`config.mk`:
```
export PLATFORM = sky130hd
export DESIGN_NAME = unsigned_radix2_divider
export DESIGN_NICKNAME = d
export VERILOG_FILES = /design/src/rtl/unsigned_radix2_divider.sv
export SDC_FILE = /design/constraint.sdc
export NUM_CORES = 1
export LEC_CHECK = 0
export CELL_PAD_IN_SITES_DETAIL_PLACEMENT = 0
export CELL_PAD_IN_SITES_GLOBAL_PLACEMENT = 2
export CORE_ASPECT_RATIO = 1.4
export CORE_UTILIZATION = 33
export DETAILED_ROUTE_END_ITERATION = 7
export HOLD_SLACK_MARGIN = 0.03
export MAX_ROUTING_LAYER = met4
export PLACE_DENSITY_LB_ADDON = 0.1
export SYNTH_ARGS = -nofsm -noshare
export SYNTH_HDL_FRONTEND = slang
export SYNTH_SLANG_ARGS = --single-unit
```
`constraint.sdc`:
```
create_clock -name clk -period 3.8 [get_ports clk]
set_clock_uncertainty 0.05 [all_clocks]
set_input_delay 0.38 -clock clk [delete_from_list [all_inputs] [get_ports clk]]
set_output_delay 0.38 -clock clk [all_outputs]
set_load 0.02 [all_outputs]
```
`src/rtl/unsigned_radix2_divider.sv`:
```
// Iterative restoring radix-2 unsigned divider, one quotient bit per clock.
// A start pulse launches an operation; done pulses once with the held results.
module unsigned_radix2_divider #(
  parameter int DATA_WIDTH = 32
) (
  input  logic                  clk,
  input  logic                  rst,
  input  logic                  start,
  input  logic [DATA_WIDTH-1:0] dividend,
  input  logic [DATA_WIDTH-1:0] divisor,
  output logic [DATA_WIDTH-1:0] quotient,
  output logic [DATA_WIDTH-1:0] remainder,
  output logic                  done,
  output logic                  divisor_is_zero
);

  localparam int CNT_W = $clog2(DATA_WIDTH + 1);

  typedef enum logic {
    IDLE = 1'b0,
    RUN  = 1'b1
  } state_t;

  state_t                state_q, state_d;
  logic [CNT_W-1:0]      cnt_q, cnt_d;
  logic                  done_q, done_d;
  logic                  dz_q, dz_d;
  logic [DATA_WIDTH-1:0] quot_q, quot_d;
  logic [DATA_WIDTH-1:0] rem_q, rem_d;

  logic [DATA_WIDTH:0]   pr_q, pr_d;
  logic [DATA_WIDTH-1:0] q_q, q_d;
  logic [DATA_WIDTH-1:0] d_q, d_d;

  logic [DATA_WIDTH:0]   sh;
  logic [DATA_WIDTH:0]   diff;
  logic [DATA_WIDTH:0]   pr_step;
  logic [DATA_WIDTH-1:0] q_step;
  logic                  unused_pr_msb;

  // The partial remainder stays below the divisor, so its top bit never feeds a result.
  assign unused_pr_msb = pr_q[DATA_WIDTH];

  always_comb begin
    sh   = {pr_q[DATA_WIDTH-1:0], q_q[DATA_WIDTH-1]};
    diff = sh - {1'b0, d_q};
    if (diff[DATA_WIDTH] == 1'b0) begin
      pr_step = diff;
      q_step  = {q_q[DATA_WIDTH-2:0], 1'b1};
    end else begin
      pr_step = sh;
      q_step  = {q_q[DATA_WIDTH-2:0], 1'b0};
    end
  end

  always_comb begin
    state_d = state_q;
    cnt_d   = cnt_q;
    done_d  = 1'b0;
    dz_d    = dz_q;
    quot_d  = quot_q;
    rem_d   = rem_q;
    pr_d    = pr_q;
    q_d     = q_q;
    d_d     = d_q;

    if (start) begin
      // A new start always wins, discarding any division still in flight.
      q_d   = dividend;
      d_d   = divisor;
      pr_d  = '0;
      cnt_d = '0;
      dz_d  = 1'b0;
      if (divisor == '0) begin
        state_d = IDLE;
        done_d  = 1'b1;
        dz_d    = 1'b1;
        quot_d  = '1;
        rem_d   = dividend;
      end else begin
        state_d = RUN;
      end
    end else if (state_q == RUN) begin
      pr_d  = pr_step;
      q_d   = q_step;
      cnt_d = cnt_q + CNT_W'(1);
      if (cnt_q == CNT_W'(DATA_WIDTH - 1)) begin
        state_d = IDLE;
        done_d  = 1'b1;
        quot_d  = q_step;
        rem_d   = pr_step[DATA_WIDTH-1:0];
      end
    end
  end

  always_ff @(posedge clk) begin
    if (rst) begin
      state_q <= IDLE;
      cnt_q   <= '0;
      done_q  <= 1'b0;
      dz_q    <= 1'b0;
      quot_q  <= '0;
      rem_q   <= '0;
    end else begin
      state_q <= state_d;
      cnt_q   <= cnt_d;
      done_q  <= done_d;
      dz_q    <= dz_d;
      quot_q  <= quot_d;
      rem_q   <= rem_d;
    end
  end

  // Working registers are only meaningful while RUN, so they carry no reset.
  always_ff @(posedge clk) begin
    pr_q <= pr_d;
    q_q  <= q_d;
    d_q  <= d_d;
  end

  assign quotient        = quot_q;
  assign remainder       = rem_q;
  assign done            = done_q;
  assign divisor_is_zero = dz_q;

endmodule
```
==> out/results.tsv <==
metric	value	unit
final hold violations	0	
crit path buf inv count	2	
critical path arrival	3860	ps
syn_nets	1040	
Routed Antenna Nets	0	
RSZ-0062 raised after global routing	no	
GRT Resource Usage Total	0.197	
synth top area cells	dfxtp_1 24%, edfxtp_1 22%, nor2_1 5.3%, a211oi_1 4.8%, ha_1 4.8%	
Final GP Congestion	0.832	
share of the yosys chip area belonging to registers	0.466	
Max VDD drop	0.328	mV
Comb pwr share	0.206	
leakage	4.01	nW
Max-Slew Margin vs Limit	0.430	
DRC errors left	16	
WHS Endpoint	remainder[14]	
synth warn	0	
Int Power	0.00330	W
CTS buffer count	17	
initial core utilization	0.338	
Clock power frac	0.355	
antenna violations before repair	0	
core area	0.0256	mm^2
Hold Crit Depth	2	
Final setup viols	0	
async set or reset register ratio after synthesis	0	
Fin Setup TNS	0	ps
Vert. Die Dim	193	um
Via Count	7297	
Post-synth top flop	dfxtp_1	
Worst R2R End	pr_q[30]	
Mean Syn Cell Area	9.19	um^2
Period Utilization, post-route	0.938	
hold crit path type	register to register	
CP max-delay cell	or3b_4	
H-tree levels	4	
clock sinks	169	
switching portion of total power	0.294	
drt first pass iters	8	
Clock Pin Slew Worst Setup and Hold Paths	70	ps
IO Count	133	
area delta synth->final	26.1	%
Finished Core Util	0.426	
hold_sp	remainder[14]	
sequential share of power	0.440	
first-pass GRT wire length	40000	um
R2R setup slack	230	ps
Vias/cell	5.29	
clk_lat worst skew	440	ps
Crit path depth	13	
worst-margin pin slew	855	ps
global route overflow	0	
Reg2Reg Launch Point	q_q[31]	
Synth area leader	dfxtp_1	
DR iter-0 viols	393	
Peak Freq	280	MHz
Post-Synthesis Cells	939	
status	finished with violations	
synth unique cells	62	
Reg2Reg Depth	13	
peak per-stage delay on the critical path	420	ps
violated checks	design-rule violations	
vias in the first global route	7110	
synthesized area	0.00863	mm^2
Inserted Diodes	0	
WP data required	4090	ps
CP startpoint kind	register	
pwr/cell area	429	mW/mm^2
sw power	0.00137	W
critical path type	register to register	
post-layout net count	1149	
CP Capture Type	register	
fraction of layout cells with a size suffix above 1	0.0914	
top-area cell type share of the netlist area	0.244	
Max-Cap Viols	0	
hpwl dp	18500	um
Die X	139	um
largest net degree at the start of global routing	74	
Site Rows	69	
die area	0.0268	mm^2
TritonCTS clock tree	yes	
Post-synth EDFFs	64	
cts hold-fix bufs	0	
worst path cell trace	inv_1 -> ha_1 -> fa_1 -> nand2b_1 -> a21oi_2 -> o21ai_1 -> a21o_1 -> or3_1 -> a211o_1 -> and2_1 -> buf_12 -> or3b_4 -> a311oi_2	
Crit Path Max Fanout	45	
crit path time final	3570	ps
family with the most delay on the worst path	simple AND/OR/NAND/NOR gates	
top-count cell post-synth	nor2_1	
Commonest cells post-synth	121 x nor2_1, 105 x dfxtp_1, 77 x a21oi_1	
#FFs+latches synth	169	
drt total wl	25000	um
CTS root buffer	clkbuf_16	
Max clock buf depth	2	
Fillers	2610	
max-slew violation count	0	
port bufs	132	
Routed WL per cell	18.1	um
-- power groups by stage --
stage,Clock [W],Sequential (W),Combinational [W]
floorplan,0,0.00207,0.000646
global placement,0,0.00210,0.000966
detailed placement,0,0.00210,0.000961
CTS,0.00171,0.00206,0.000966
global route,0.00177,0.00207,0.00107
finish,0.00166,0.00205,0.000961
-- sequential cells by signal, summed over array words and instances, names as in the netlist --
name and flops:
d_q 32, pr_q 32, q_q 32, quotient 32, remainder 32, cnt_q 6, divisor_is_zero 1, done 1
state_q 1
-- per-layer routing --
layer | vias to the layer above | wire length, um | track usage
met5 | - | 0 | -
met4 | 0 | 350 | 0.0535
met3 | 22 | 1100 | 0.0364
met2 | 179 | 11600 | 0.308
met1 | 3408 | 12000 | 0.261
li1 | 3688 | - | -
-- area by class of cell --
type,instances,area (um^2),area share
multi-input combinational,661,4200,0.386
sequential,169,4030,0.370
timing repair buffer,158,1560,0.143
clock buffer,21,450,0.0414
tap,319,399,0.0367
inverter,41,154,0.0141
clock inverter,11,97.6,0.00896
-- worst reg2reg max path: cells and delay by family, from the launching register on --
family | cells | cell delay, ps
and+or+nand+nor | 4 | 1120
AOI/OAI and AO/OA | 5 | 1080
adders and majority gates | 2 | 610
DFF | 1 | 380
buffers and inverters | 2 | 230
-- logic make-up after synthesis --
logic type,Yosys count,share of synthesized area
XOR/XNOR,31,0.0315
multiplexers,34,0.0438
buffers and inverters,109,0.0493
AND/OR/NAND/NOR,314,0.167
AO/OA/AOI/OAI,248,0.192
flip-flops,169,0.466
adder cells (fa/ha/maj),34,0.0502
-- worst max path at each step --
stage	slack (ps)	end	start
floorplan	510	pr_q[30]	q_q[31]
global placement	220	pr_q[30]	q_q[31]
detailed placement	150	pr_q[30]	q_q[31]
CTS	120	pr_q[30]	q_q[31]
global route	10	pr_q[30]	q_q[31]
finish	230	pr_q[30]	q_q[31]
-- cells in the final DEF (no fill, tap or decap), drive strengths merged, types with 2 or more instances in the layout --
master,synthesis,layout
inv,40,42
a21o,13,13
edfxtp,64,64
nand2b,6,6
and2,3,3
a211o,3,3
or3,4,4
mux2i,4,4
or2,3,3
a221oi,2,2
o211ai,7,7
ha,33,33
a2111oi,3,3
o21bai,3,3
and3,7,7
xor2,17,17
nand3,34,34
o21ai,29,29
xnor2,14,14
nor2b,2,2
clkbuf,57,21
dfxtp,105,105
nand2,39,39
nand4,10,10
nor4,11,11
buf,11,28
o41ai,23,23
clkinv,1,9
nor2,121,121
a21oi,77,77
a31oi,9,9
nor3,70,70
mux2,30,30
a311oi,7,7
nand3b,2,2
clkdlybuf4s50,0,130
a211oi,55,55
-- per-stage QoR --
| stage | cells | power (W) | setup slack (ps) | cell area, um^2 | hold WS [ps] |
|---|---|---|---|---|---|
| after floorplan | 939 | 0.00272 | 512 | 8630 | 419 |
| after global placement | 1347 | 0.00306 | 216 | 10300 | 404 |
| after detailed placement | 1347 | 0.00306 | 149 | 10300 | 405 |
| after CTS | 1379 | 0.00473 | 124 | 10900 | 420 |
| after global routing | 1380 | 0.00491 | 13.7 | 10900 | 432 |
| final | 1380 | 0.00467 | 234 | 10900 | 417 |
-- what timing repair did --
item,4_1_cts,5_1_grt
gates resized for setup,0,3
setup endpoints to repair,0,7
buffers inserted,0,1
Note: power is estimated with default switching activity, not from simulation.
